### config.mk
export PLATFORM = sky130hd
export DESIGN_NAME = dht_multi_reader
export DESIGN_NICKNAME = d
export VERILOG_FILES = /design/src/rtl/dht_multi_reader.sv
export SDC_FILE = /design/constraint.sdc
export NUM_CORES = 1
export LEC_CHECK = 0
export CAP_MARGIN = 10
export CORE_ASPECT_RATIO = 1.2
export CORE_MARGIN = 4
export CORE_UTILIZATION = 50
export CTS_CLUSTER_SIZE = 20
export DETAILED_ROUTE_END_ITERATION = 6
export DONT_BUFFER_PORTS = 1
export HOLD_SLACK_MARGIN = 0.05
export SETUP_SLACK_MARGIN = 0.15
export SYNTH_ARGS = -nofsm -noshare
export SYNTH_HDL_FRONTEND = slang
export SYNTH_SLANG_ARGS = --single-unit
### constraint.sdc
create_clock -name CLK -period 4.4 [get_ports CLK]
set_input_delay 0.88 -clock CLK [delete_from_list [all_inputs] [get_ports CLK]]
set_output_delay 0.88 -clock CLK [all_outputs]
set_load 0.01 [all_outputs]
### src/rtl/dht_multi_reader.sv
// Single-wire DHT11 / DHT22 humidity and temperature reader.
// Adds response/bit timeouts, error codes, retries and signed temperature.
`timescale 1ns/1ps

module dht_multi_reader #(
    parameter int unsigned IDLE_US    = 1_000_000,
    parameter int unsigned LW11_US    = 18_000,
    parameter int unsigned LW22_US    = 1_000,
    parameter int unsigned HG_US      = 20,
    parameter int unsigned RESP_TO_US = 200,
    parameter int unsigned BIT_TO_US  = 120,
    parameter int unsigned BIT1_TH_US = 50,
    parameter int unsigned MAX_RETRY  = 3
) (
    input  logic        CLK,
    input  logic        RST,
    input  logic        I_EN,
    input  logic        I_ST,
    input  logic        I_MODE,
    input  logic        I_RIS,
    input  logic        I_FALL,
    output logic        O_DHT,
    output logic        O_BUSY,
    output logic        O_ERR,
    output logic [1:0]  O_ERR_CODE,
    output logic [15:0] O_HUM,
    output logic [15:0] O_TEMP,
    output logic        O_VALID,
    output logic [1:0]  O_RETRY
);

    // One shared strobe counter; wide enough for the 1 s guard interval.
    localparam int unsigned CW = 20;

    localparam logic [CW-1:0] C_IDLE = CW'(IDLE_US - 1);
    localparam logic [CW-1:0] C_LW11 = CW'(LW11_US - 1);
    localparam logic [CW-1:0] C_LW22 = CW'(LW22_US - 1);
    localparam logic [CW-1:0] C_HG   = CW'(HG_US - 1);
    localparam logic [CW-1:0] C_RTO  = CW'(RESP_TO_US - 1);
    localparam logic [CW-1:0] C_BTO  = CW'(BIT_TO_US - 1);
    localparam logic [CW-1:0] C_TH   = CW'(BIT1_TH_US);
    localparam logic [7:0]    C_MR   = 8'(MAX_RETRY);

    localparam logic [1:0] E_NORESP = 2'd1;
    localparam logic [1:0] E_BITTO  = 2'd2;
    localparam logic [1:0] E_CKSUM  = 2'd3;

    typedef enum logic [3:0] {
        S_GUARD,
        S_READY,
        S_START,
        S_REL,
        S_RSP_LW,
        S_RSP_HG,
        S_BIT_LW,
        S_BIT_HG,
        S_CHECK
    } state_t;

    state_t          r_state;
    state_t          w_state_nx;
    logic [CW-1:0]   r_cnt;
    logic [CW-1:0]   w_cnt_nx;
    logic [5:0]      r_bitcnt;
    logic [39:0]     r_data;
    logic            r_mode;
    logic [7:0]      r_retry;
    logic            r_pend;
    logic            r_dht;
    logic            r_busy;
    logic            r_err;
    logic [1:0]      r_code;
    logic [15:0]     r_hum;
    logic [15:0]     r_temp;
    logic            r_valid;
    logic [1:0]      r_retry_o;

    logic            w_fail;
    logic [1:0]      w_code;
    logic            w_ok;
    logic            w_shift;
    logic            w_bitv;
    logic            w_clrbit;
    logic            w_start;
    logic            w_retry_go;
    logic            w_to_ready;
    logic [CW-1:0]   w_lw;
    logic [7:0]      w_sum;
    logic [15:0]     w_mag;
    logic [15:0]     w_hum;
    logic [15:0]     w_temp;
    logic [1:0]      w_rsat;

    assign w_lw  = r_mode ? C_LW22 : C_LW11;
    assign w_sum = r_data[39:32] + r_data[31:24]
                 + r_data[23:16] + r_data[15:8];

    // DHT22 carries sign-magnitude temperature; negating a zero
    // magnitude yields zero, so -0 never appears on the output.
    assign w_mag  = {1'b0, r_data[22:8]};
    assign w_hum  = r_mode ? r_data[39:24] : {8'h00, r_data[39:32]};
    assign w_temp = r_mode ? (r_data[23] ? 16'(-w_mag) : w_mag)
                           : {8'h00, r_data[23:16]};

    assign w_rsat = (r_retry > 8'd3) ? 2'd3 : r_retry[1:0];

    // State register and strobe counter.
    always_ff @(posedge CLK or posedge RST) begin
        if (RST) begin
            r_state <= S_GUARD;
            r_cnt   <= '0;
        end else begin
            r_state <= w_state_nx;
            r_cnt   <= w_cnt_nx;
        end
    end

    // Next-state logic; timeouts are tested before edges so a limit
    // reached on the same strobe as an edge still fails.
    always_comb begin
        w_state_nx = r_state;
        w_cnt_nx   = r_cnt;
        w_fail     = 1'b0;
        w_code     = 2'd0;
        w_ok       = 1'b0;
        w_shift    = 1'b0;
        w_bitv     = 1'b0;
        w_clrbit   = 1'b0;
        w_start    = 1'b0;
        w_retry_go = 1'b0;
        w_to_ready = 1'b0;
        if (I_ST) begin
            unique case (r_state)
                S_GUARD: begin
                    if (r_cnt == C_IDLE) begin
                        w_cnt_nx = '0;
                        if (r_pend) begin
                            w_state_nx = S_START;
                            w_retry_go = 1'b1;
                        end else begin
                            w_state_nx = S_READY;
                            w_to_ready = 1'b1;
                        end
                    end else begin
                        w_cnt_nx = r_cnt + 1'b1;
                    end
                end
                S_READY: begin
                    if (I_EN) begin
                        w_state_nx = S_START;
                        w_start    = 1'b1;
                        w_cnt_nx   = '0;
                    end
                end
                S_START: begin
                    if (r_cnt == w_lw) begin
                        w_state_nx = S_REL;
                        w_cnt_nx   = '0;
                    end else begin
                        w_cnt_nx = r_cnt + 1'b1;
                    end
                end
                S_REL: begin
                    if (r_cnt == C_HG) begin
                        w_state_nx = S_RSP_LW;
                        w_cnt_nx   = '0;
                    end else begin
                        w_cnt_nx = r_cnt + 1'b1;
                    end
                end
                S_RSP_LW: begin
                    if (r_cnt == C_RTO) begin
                        w_fail = 1'b1;
                        w_code = E_NORESP;
                    end else if (I_RIS) begin
                        w_state_nx = S_RSP_HG;
                        w_cnt_nx   = '0;
                    end else begin
                        w_cnt_nx = r_cnt + 1'b1;
                    end
                end
                S_RSP_HG: begin
                    if (r_cnt == C_RTO) begin
                        w_fail = 1'b1;
                        w_code = E_NORESP;
                    end else if (I_FALL) begin
                        w_state_nx = S_BIT_LW;
                        w_cnt_nx   = '0;
                        w_clrbit   = 1'b1;
                    end else begin
                        w_cnt_nx = r_cnt + 1'b1;
                    end
                end
                S_BIT_LW: begin
                    if (r_cnt == C_BTO) begin
                        w_fail = 1'b1;
                        w_code = E_BITTO;
                    end else if (I_RIS) begin
                        w_state_nx = S_BIT_HG;
                        w_cnt_nx   = '0;
                    end else begin
                        w_cnt_nx = r_cnt + 1'b1;
                    end
                end
                S_BIT_HG: begin
                    if (r_cnt == C_BTO) begin
                        w_fail = 1'b1;
                        w_code = E_BITTO;
                    end else if (I_FALL) begin
                        w_shift  = 1'b1;
                        w_bitv   = (r_cnt >= C_TH);
                        w_cnt_nx = '0;
                        if (r_bitcnt == 6'd39) begin
                            w_state_nx = S_CHECK;
                        end else begin
                            w_state_nx = S_BIT_LW;
                        end
                    end else begin
                        w_cnt_nx = r_cnt + 1'b1;
                    end
                end
                S_CHECK: begin
                    w_cnt_nx = '0;
                    if (w_sum == r_data[7:0]) begin
                        w_ok       = 1'b1;
                        w_state_nx = S_GUARD;
                    end else begin
                        w_fail = 1'b1;
                        w_code = E_CKSUM;
                    end
                end
                default: begin
                    w_state_nx = S_GUARD;
                    w_cnt_nx   = '0;
                end
            endcase
            if (w_fail) begin
                w_state_nx = S_GUARD;
                w_cnt_nx   = '0;
            end
        end
    end

    // Line drive follows the next state so release is immediate on exit.
    always_ff @(posedge CLK or posedge RST) begin
        if (RST) begin
            r_dht <= 1'b1;
        end else begin
            r_dht <= (w_state_nx != S_START);
        end
    end

    // Transaction bookkeeping: mode latch, retry count, busy flag.
    always_ff @(posedge CLK or posedge RST) begin
        if (RST) begin
            r_mode  <= 1'b0;
            r_retry <= '0;
            r_pend  <= 1'b0;
            r_busy  <= 1'b1;
        end else begin
            if (w_start) begin
                r_mode  <= I_MODE;
                r_retry <= '0;
                r_pend  <= 1'b0;
                r_busy  <= 1'b1;
            end
            if (w_retry_go) begin
                r_pend <= 1'b0;
            end
            if (w_to_ready) begin
                r_busy <= 1'b0;
            end
            if (w_fail && (r_retry < C_MR)) begin
                r_retry <= r_retry + 1'b1;
                r_pend  <= 1'b1;
            end
        end
    end

    // Bit shifter, MSB-first, 40 bits per frame.
    always_ff @(posedge CLK or posedge RST) begin
        if (RST) begin
            r_bitcnt <= '0;
            r_data   <= '0;
        end else begin
            if (w_clrbit) begin
                r_bitcnt <= '0;
            end else if (w_shift) begin
                r_bitcnt <= r_bitcnt + 1'b1;
            end
            if (w_shift) begin
                r_data <= {r_data[38:0], w_bitv};
            end
        end
    end

    // Result registers; a failure keeps the last good readings.
    always_ff @(posedge CLK or posedge RST) begin
        if (RST) begin
            r_err     <= 1'b0;
            r_code    <= 2'd0;
            r_hum     <= '0;
            r_temp    <= '0;
            r_valid   <= 1'b0;
            r_retry_o <= 2'd0;
        end else begin
            r_valid <= w_ok;
            if (w_ok) begin
                r_hum     <= w_hum;
                r_temp    <= w_temp;
                r_err     <= 1'b0;
                r_code    <= 2'd0;
                r_retry_o <= w_rsat;
            end else if (w_fail && !(r_retry < C_MR)) begin
                r_err     <= 1'b1;
                r_code    <= w_code;
                r_retry_o <= w_rsat;
            end
        end
    end

    assign O_DHT      = r_dht;
    assign O_BUSY     = r_busy;
    assign O_ERR      = r_err;
    assign O_ERR_CODE = r_code;
    assign O_HUM      = r_hum;
    assign O_TEMP     = r_temp;
    assign O_VALID    = r_valid;
    assign O_RETRY    = r_retry_o;

endmodule

After elaboration in Yosys (flattened, before gate mapping)

Cells that the tools add are included.
W data, S select, Z words.

Mux-type cells: 86
Equality and inequality tests: 21
Reduce and logical (&&, ||, !) cells: 12
$lt $le $gt $ge: 3
Add/sub/neg operators: 7

Operators with widths:

| kind                    | number |
|---|---|
| $mux W20                | 11 |
| $pmux W20 S8            | 1 |
| $mux W4                 | 16 |
| $mux W16                | 3 |
| $mux W1                 | 38 |
| $pmux W4 S9             | 1 |
| $add A8 B8 Y8           | 3 |
| $add A20 B1 Y20 const B | 1 |
| $eq A20 B15 Y1          | 1 |
| $eq A20 B20 Y1 const B  | 1 |
| $eq A20 B5 Y1 const B   | 1 |
| $eq A20 B7 Y1 const B   | 1 |
| $eq A20 B8 Y1 const B   | 1 |
| $ge A20 B6 Y1 const B   | 1 |
| $mux W2                 | 9 |
| $eq A4 B3 Y1 const B    | 4 |
| $mux W8                 | 2 |
| $neg A15 Y16            | 1 |
| $mux W15                | 1 |
| $ne A3 B3 Y1 const B    | 5 |
| $mux W6                 | 2 |
| $add A8 B1 Y8 const B   | 1 |
| $eq A4 B2 Y1 const B    | 2 |
| $eq A8 B8 Y1            | 1 |
| 16 further kinds        | 21 |

Word-level logic and storage cells: 144
Output and inout bits: 40
Input bits: 7
Register bits after elaboration: 120

Longest topological paths before layout

Gate-level depths: netlist of the first run.

Depth in word-level cells: 11
Gate-level depth with buffers: 15
Gate-level depth less buffers: 13

Least setup slack after synthesis of the first run

Ideal clock, no wire load.

Path kind: reg2reg
Start: register r_data[9]
End: register r_pend
Buffers on the path: 0
Data arrival time: 3.809 ns
Cell stages (with the launch flop): 13
Path slack: 0.471 ns
Required time: 4.280 ns
Period minus slack after synthesis: 3.929 ns
Setup time: 0.120 ns
Cells stage by stage: dfrtp_1 fa_1 inv_1 fa_1 inv_1 ha_1 fa_1 xor2_1 a2111oi_0 o2111ai_1 o31ai_1 a211oi_1 a31o_2

Word-level cells in the longest chain between the ends: 8
Elaborated cells between the ends (all ways): 9
Classes of those cells: 1 x add/sub; 1 x eq/ne; 5 x mux; 2 x reduce/logical

Ends and longest elaborated chain:

| item                                                    | RTL line | text |
|---|---|---|
| start: declaration                                      | 65       | `logic [39:0] r_data;` |
| start signal: assignment                                | 292      | `r_data <= {r_data[38:0], w_bitv};` |
| $add A8 B8 Y8 *                                         | 96       | `+ r_data[23:16] + r_data[15:8];` |
| $eq A8 B8 Y1 *                                          | 224      | `if (w_sum == r_data[7:0]) begin` |
| $mux W1 *                                               | 224      |  |
| $pmux W1 S3 *                                           | 133      | `unique case (r_state)` |
| $mux W1 * (2 in a row)                                  | 132      | `if (I_ST) begin` |
| $logic_and A1 B1 Y1 *                                   | 273      | `if (w_fail && (r_retry < C_MR)) begin` |
| $reduce_bool A3 Y1 (no line) or $mux W1 (tied branches) | -        |  |
| end signal: assignment                                  | 264      | `r_pend <= 1'b0;` |
| end signal: assignment                                  | 268      | `r_pend <= 1'b0;` |
| end signal: assignment                                  | 275      | `r_pend <= 1'b1;` |
| end: declaration                                        | 68       | `logic r_pend;` |

Mark *: on every way between the ends. The rest lies on a longest branch, timed or not. The select of a mux whose other input is x is not followed.
A chain may end at the register's enable or synchronous reset.

Final worst setup path of the first run

Start: register r_data[9]
End: register r_code[1] (netlist: O_ERR_CODE[1])

Word-level cells in the longest chain between the ends: 8
Elaborated cells between the ends (all ways): 16
Classes of those cells: 1 x add/sub; 1 x eq/ne; 12 x mux; 2 x reduce/logical

Ends and longest elaborated chain:

| item                         | RTL line | text |
|---|---|---|
| $add A8 B8 Y8 *              | 96       |  |
| $eq A8 B8 Y1 *               | 224      |  |
| $mux W1                      | 224      |  |
| $pmux W1 S3                  | 133      |  |
| $mux W1 (2 in a row)         | 132      |  |
| $logic_and A1 B1 Y1          | 314      | `end else if (w_fail && !(r_retry < C_MR)) begin` |
| $reduce_bool A2 Y1 (no line) | -        |  |
| end signal: assignment       | 316      | `r_code <= w_code;` |
| end: declaration             | 72       | `logic [1:0] r_code;` |

Marked as above.

==> results of run 1 <==
-- area by class of cell --
cell class | count | area (um2) | share of cell area [%]
inverter | 32 | 123 | 1.68
multi-input combinational | 542 | 3290 | 45.1
timing repair buffer | 15 | 125 | 1.72
clock buffer | 18 | 439 | 6.02
clock inverter | 14 | 104 | 1.42
tap | 164 | 205 | 2.81
sequential | 120 | 3010 | 41.2
-- synthesized netlist by cell type, drive strengths merged (13+ instances only) --
cell type  number  area [um2]
o21ai          58         294
nand2         190         713
dfrtp         118        2950
nor3           14        75.1
nor2           36         135
nand3          20         105
clkbuf         23        86.3
inv            30         113
buf            15        86.3
mux2i          13         130
fa             14         280
o31ai          19         143
xor2           17         149
xnor2          18         158
-- logic make-up (layout without fill, tap and decap cells) --
logic type                 count (synthesis)  in the layout  share of synthesized area (%)
and+or+nand+nor                          325            325                           22.3
AOI/OAI and AO/OA                        143            143                           14.2
DFF                                      120            120                           45.8
buffers and inverters                     70             79                           4.46
xor gates and xnor gates                  35             35                           4.67
adders and majority gates                 26             26                           6.55
muxes                                     13             13                           1.98
-- worst paths after layout --
kind	startpoint	end	cells past startpoint
max in group asynchronous	RST	r_cnt[15]	2
worst min-delay path	RST	O_HUM[13]	1
worst max-delay path	r_data[9]	O_ERR_CODE[1]	12
min in group CLK	r_retry[7]	r_retry[7]	1
worst max register to register	r_data[9]	O_ERR_CODE[1]	12
worst min register to register	r_retry[7]	r_retry[7]	1
-- per-layer routing --
layer  up-vias  share of wire, %
li1       2520                 -
met1      2505                42
met2       116                51
met3        30               4.5
met4         0               2.3
met5         -                 0
-- state kept, by name, summed over array words and instances (netlist names) --
signal	flops
r_data	40
r_cnt	20
O_HUM	16
O_TEMP	16
r_retry	8
r_bitcnt	6
r_state	4
O_ERR_CODE	2
O_RETRY	2
O_BUSY	1
O_DHT	1
O_ERR	1
O_VALID	1
r_mode	1
r_pend	1
-- through the flow --
stage / hold slack [ns] / utilization (%) / setup slack (ns)
2_1_floorplan: 0.454 / - / 0.337
3_5_place_dp: 0.471 / 52.7 / 0.252
6_report: 0.462 / 57.1 / 0.323
3_3_place_gp: 0.472 / 52.7 / 0.301
4_1_cts: 0.490 / 56.9 / 0.210
5_1_grt: 0.522 / 57.1 / 0.0873
-- power breakdown --
part | internal, uW | switching [uW]
logic | 511 | 666
clock network | 732 | 521
registers | 1210 | 187
-- repair_timing --
action / in CTS / in global routing
endpoints found under the setup margin: 0 / 41
hold buffers: 0 / 0
gates resized for setup: 0 / 5
==> flow_metrics.tcl, run 1 <==
set metrics [dict create \
    synth_area_um2 6570 \
    num_antenna_cells 0 \
    synthCells 732 \
    postSynthAreaPerCell_um2 8.97 \
    grt.met3_usage_pct 5.18 \
    place_hpwl_mm 10.9 \
    post-cts-setup-buffers 0 \
    cts_tree "yes" \
    io-pin-count 47 \
    clkSinkCount 120 \
    final_common_cell "nand2_1" \
    finalCritPeriodShare_pct 92.7 \
    synth-main-ff-cell "dfrtp_1" \
    placed_cells 873 \
    yosysWarnings 0 \
    cts_buffer_depth 2 \
    grt_pass1_wl_mm 26.0 \
    drv_slew 0 \
    cts_htree_levels 4 \
    rows 45 \
    hold_viol_final 0 \
    rsz0062_at_grt "true" \
    avgRoutedWirePerCell_um 16.9 \
    grt_max_degree 65 \
    crit_fanout 5 \
    slowest_stage "fa_1" \
    first_pass_iters 5 \
    cpMostUsedCell "fa_1" \
    cts_root_buf "clkbuf_16" \
    grt_use_met1_pct 26.7 \
    powerDensity_nw_per_um2 525 \
    drive_above_1_share_pct 8.64 \
    crit_path_end_kind "flop" \
    drv_cap 0 \
    clk_pin_slew_ns 0.06 \
    crit_arrival_ns 4.39 \
    syn_to_final_growth_pct 11.0 \
    drt_iter0_markers 256 \
    clock_latency_ns 0.42 \
    ant_nets 0 \
    gr-usage-met2_pct 36.5 \
    synth.distinct_cells 57 \
    nets 761 \
    synth_nets 765 \
    start_kind "flop" \
    drt_drc_violations_left 0 \
    stdcell_count 905 \
    initial_utilization_pct 51.4 \
    crit_chain "fa_1 -> inv_1 -> fa_1 -> inv_1 -> ha_1 -> fa_1 -> xor2_1 -> a2111oi_1 -> o2111ai_1 -> nor3_1 -> a31oi_1 -> a22o_1" \
    clock.fmax_mhz 245 \
    numPortBuffers 0 \
    place_area_um2 6730 \
    wl_mm 15.3 \
    worst-path-buf-inv 2 \
    antenna_found_initial 0 \
    fin_skew_ns 0.00715 \
    critPathMaxStageDelay_ns 0.55 \
    critPathKind "reg2reg" \
    worst_pin_slew_ns 0.818 \
    p_leak_uw 0.00346 \
    grt_pass1_vias 5152 \
    yosysSeqAreaShare_pct 45.8 \
    maxSlewHeadroom_pct 45.3 \
    synth-edff-count 0 \
    viasPerCell 5.71 \
    async_flop_share_pct 100 \
    tns_ns 0 \
    min_path_type "in2async" \
    setup_violations 0 \
    critPathRequiredTime_ns 4.71 \
    overflow 0 \
    r2r_setup_slack_ns 0.32 \
    grt-busiest-layer "met2" \
    synth_seq_cells 120 \
    ir_drop_mv 0.348 \
    core_um2 12800 \
    status "complete, no violations" \
    p_total_uw 3830 \
    vias 5171 \
    cts_buffers 17 \
    cp_top_family "adder cells" \
    timing.final.crit_period_ns 4.08 \
    fp.dieW_um 113 \
    design_area_um2 7290 \
    grt.total_usage_pct 21.6 \
    die_h_um 134 \
    layout_common_cells "nand2_1, dfrtp_1, o21ai_0, nor2_1, inv_1" \
    gp_congestion 0.881 \
    final.fill_count 1133 \
    die_area_um2 15000 \
]
No activity file was read; power rests on OpenSTA's default activity.
==> run 2: changes to the inputs <==
- TNS_END_PERCENT: default -> 1
==> flow_metrics.tcl, run 2 (synthesis gave the netlist of run 1 again) <==
set metrics [dict create \
    cts_buffer_depth 2 \
    start_kind "flop" \
    p_total_uw 3820 \
    post-cts-setup-buffers 0 \
    die_h_um 134 \
    cts_tree "yes" \
    min_path_type "in2async" \
    drt_iter0_markers 258 \
    grt_max_degree 65 \
    rsz0062_at_grt "true" \
    clkSinkCount 120 \
    drv_slew 0 \
    post_cts_resized 0 \
    io-pin-count 47 \
    place_area_um2 6730 \
    grt.total_usage_pct 21.6 \
    initial_utilization_pct 51.4 \
    numPortBuffers 0 \
    critPathKind "reg2reg" \
    largest_register_ffs 40 \
    viasPerCell 5.72 \
    maxSlewHeadroom_pct 45.9 \
    antenna_found_initial 0 \
    num_antenna_cells 0 \
    drv_cap 0 \
    place_hpwl_mm 10.9 \
    crit_arrival_ns 4.41 \
    grt-busiest-layer "met2" \
    clock_latency_ns 0.42 \
    worst_pin_slew_ns 0.809 \
    clk_pin_slew_ns 0.06 \
    grt_pass1_wl_mm 26.0 \
    critPathRequiredTime_ns 4.73 \
    grt_pass1_vias 5152 \
    layout_common_cells "nand2_1, dfrtp_1, o21ai_0, nor2_1, inv_1" \
    cts_buffers 17 \
    rows 45 \
    cts_htree_levels 4 \
    setup_violations 0 \
    syn_to_final_growth_pct 10.9 \
    nets 761 \
    crit_fanout 64 \
    finalCritPeriodShare_pct 92.6 \
    ir_drop_mv 0.348 \
    grt.met3_usage_pct 5.18 \
    fin_skew_ns 0.00685 \
    hold_viol_final 0 \
    status "complete, no violations" \
    wl_mm 15.2 \
    core_um2 12800 \
    powerDensity_nw_per_um2 525 \
    die_area_um2 15000 \
    vias 5176 \
    gp_congestion 0.881 \
    fp.dieW_um 113 \
    drt_drc_violations_left 0 \
    gr-usage-met2_pct 36.5 \
    ant_nets 0 \
    design_area_um2 7280 \
    timing.final.crit_period_ns 4.07 \
    grt_use_met1_pct 26.7 \
    first_pass_iters 5 \
    utilization_pct 57.0 \
    p_leak_uw 0.00346 \
    avgRoutedWirePerCell_um 16.8 \
    overflow 0 \
    final_common_cell "nand2_1" \
    crit_path_end_kind "flop" \
    tns_ns 0 \
    drive_above_1_share_pct 8.37 \
    cts_root_buf "clkbuf_16" \
    hold_buffers 0 \
    multi_input_area_um2 3280 \
    seqCellArea_um2 3010 \
    clock.fmax_mhz 245 \
    reg.largest.list "r_data x40, r_cnt x20" \
    regMostFlops "r_data" \
    final.fill_count 1136 \
]
[run 2: report_power, final]
part           switching [uW]  internal [uW]
Combinational             661            511
Sequential                188           1210
Clock                     518            732
[run 2: area by class of cell]
cell class                 instances  area share [%]
timing repair buffer              15            1.72
inverter                          32            1.68
sequential                       120            41.3
clock inverter                    14            1.43
multi-input combinational        542            45.0
clock buffer                      18            6.03
tap                              164            2.82
[run 2: final timing paths]
check,start,end,slack (ns),cells past startpoint
max,r_data[9],O_TEMP[10],0.33,13
min in group CLK,r_retry[7],r_retry[7],0.49,1
min reg2reg,r_retry[7],r_retry[7],0.49,1
min,RST,O_HUM[4],0.47,1
max in group asynchronous,RST,r_cnt[15],2.98,2
max reg2reg,r_data[9],O_TEMP[10],0.33,13
[run 2: through the flow]
step           hold slack [ns]  instances  setup slack, ns
2_1_floorplan            0.454        732            0.337
3_3_place_gp             0.472        873            0.301
3_5_place_dp             0.471        873            0.252
4_1_cts                  0.490        905            0.210
5_1_grt                  0.522        905           0.0873
6_report                 0.466        905            0.325
[run 2: layer usage]
| metal | vias up | part of all wire, % |
|---|---|---|
| met1 | 2495 | 41 |
| li1 | 2517 | - |
| met5 | - | 0 |
| met4 | 0 | 2.4 |
| met3 | 31 | 4.9 |
| met2 | 133 | 51 |
[run 2: worst max-delay path: stages (launching register included)]
cell and delay [ns]:
dfrtp_2 0.44, fa_1 0.55, inv_1 0.06, fa_1 0.50, inv_1 0.04, ha_1 0.21, fa_1 0.41, a21o_1 0.17
a21oi_1 0.24, o21ai_0 0.16, xnor2_1 0.18, or4_4 0.56, buf_12 0.21, o31ai_1 0.24
==> run 3: changes to the inputs <==
- CORE_MARGIN: 4 -> 2
==> flow_metrics.tcl, run 3 (synthesis gave the netlist of run 1 again) <==
set metrics [dict create \
    fp.dieW_um 109 \
    p_leak_uw 0.00352 \
    vias 5167 \
    initial_utilization_pct 51.6 \
    r2r_end "O_TEMP[12]" \
    place_hpwl_mm 10.5 \
    cts_tree "yes" \
    cts_buffers 17 \
    core_um2 12700 \
    post-cts-setup-buffers 0 \
    drv_slew 0 \
    reg.largest.list "r_data x40, r_cnt x20" \
    hold_buffers 0 \
    holdCritStartpoint "r_retry[6]" \
    min_to "r_retry[6]" \
    cts_buffer_depth 2 \
    drive_above_1_share_pct 8.65 \
    maxSlewHeadroom_pct 50.1 \
    largest_register_ffs 40 \
    r2r-start "r_data[9]" \
    syn_to_final_growth_pct 12.4 \
    cpMostUsedCell "fa_1" \
    design_area_um2 7380 \
    io-pin-count 47 \
    grt_pass1_wl_mm 25.6 \
    critPathMaxStageDelay_ns 0.55 \
    first_pass_iters 5 \
    status "complete, no violations" \
    cts_root_buf "clkbuf_16" \
    crit_chain "fa_1 -> inv_1 -> fa_1 -> inv_1 -> ha_1 -> fa_1 -> xor2_1 -> a2111oi_2 -> o2111ai_2 -> or4_4 -> buf_12 -> o31ai_1" \
    hold_viol_final 0 \
    clock_latency_ns 0.41 \
    worst_pin_slew_ns 0.745 \
    clkSinkCount 120 \
    gp_congestion 0.892 \
    p_total_uw 4040 \
    stdcell_count 904 \
    ir_drop_mv 0.302 \
    grt.total_usage_pct 23.3 \
    numPortBuffers 0 \
    whs_path_depth 1 \
    wl_mm 15.2 \
    r2r_cells 12 \
    cts_htree_levels 4 \
    overflow 0 \
    tns_ns 0 \
    antenna_found_initial 0 \
    crit_fanout 65 \
    avgRoutedWirePerCell_um 16.8 \
    min_path_type "reg2reg" \
    crit_arrival_ns 4.40 \
    dp_worst_setup_slack_ns 0.244 \
    rows 45 \
    r2r_setup_slack_ns 0.31 \
    drv_cap 0 \
    layout_common_cells "nand2_1, dfrtp_1, o21ai_0, nor2_1, inv_1" \
    critPathRequiredTime_ns 4.71 \
    finalCritPeriodShare_pct 93.0 \
    post_cts_resized 0 \
    drt_iter0_markers 362 \
    rsz0062_at_grt "true" \
    slowest_stage "fa_1" \
    fin_skew_ns 0.00855 \
    placed_cells 872 \
    grt_max_degree 121 \
    die_area_um2 14100 \
    regMostFlops "r_data" \
    viasPerCell 5.72 \
    crit_path_end_kind "flop" \
    nets 760 \
    setup_violations 0 \
    start_kind "flop" \
    timing.final.crit_period_ns 4.09 \
    place_area_um2 6740 \
    num_antenna_cells 0 \
    grt_pass1_vias 5096 \
    clock.fmax_mhz 244 \
    drt_drc_violations_left 0 \
    powerDensity_nw_per_um2 547 \
    clk_pin_slew_ns 0.06 \
    ant_nets 0 \
    final_common_cell "nand2_1" \
    final.fill_count 1134 \
    critPathKind "reg2reg" \
    die_h_um 130 \
    setup_ws_ns 0.309 \
]
run 3: critical path, delay by kind of cell, from the launching register on:
family,cells,cell delay (ns)
flip-flops,1,0.43
adder cells (fa/ha/maj),4,1.73
AO/OA/AOI/OAI,3,0.81
XOR/XNOR,1,0.17
buffers and inverters,3,0.30
AND/OR/NAND/NOR,1,0.53
run 3: metrics by stage:
step	utilization, %	hold WS (ns)
5_1_grt	58.0	0.527
2_1_floorplan	-	0.454
3_5_place_dp	52.9	0.475
3_3_place_gp	52.9	0.469
6_report	58.0	0.486
4_1_cts	57.8	0.490
run 3: how the worst max path moves through the flow:
stage / start / endpoint / cells past startpoint
2_1_floorplan: RST / O_ERR / 1
3_3_place_gp: r_data[9] / r_pend / 14
3_5_place_dp: r_data[9] / O_TEMP[9] / 12
4_1_cts: r_data[9] / O_TEMP[12] / 12
5_1_grt: r_data[9] / O_TEMP[14] / 12
6_report: r_data[9] / O_TEMP[12] / 12
run 3: power breakdown:
| part | total [uW] | switching [uW] | internal, uW |
|---|---|---|---|
| clock | 1430 | 524 | 910 |
| combinational | 1210 | 686 | 520 |
| sequential | 1400 | 188 | 1210 |
| total | 4040 | 1400 | 2640 |
run 3: area by class of cell:
cell class                      count  area [um2]  area share (%)
Inverter                           32         123            1.66
Multi-Input combinational cell    542        3300            44.7
Clock inverter                     14         175            2.37
Clock buffer                       18         439            5.95
Timing Repair Buffer               14         130            1.76
Sequential cell                   120        3010            40.7
Tap cell                          164         205            2.78
run 3: metal layers:
layer / wire length, um / track usage [%]
met5: 0 / 0
met4: 370 / 10.2
met3: 609 / 4.63
met2: 7700 / 39.0
met1: 6500 / 29.2
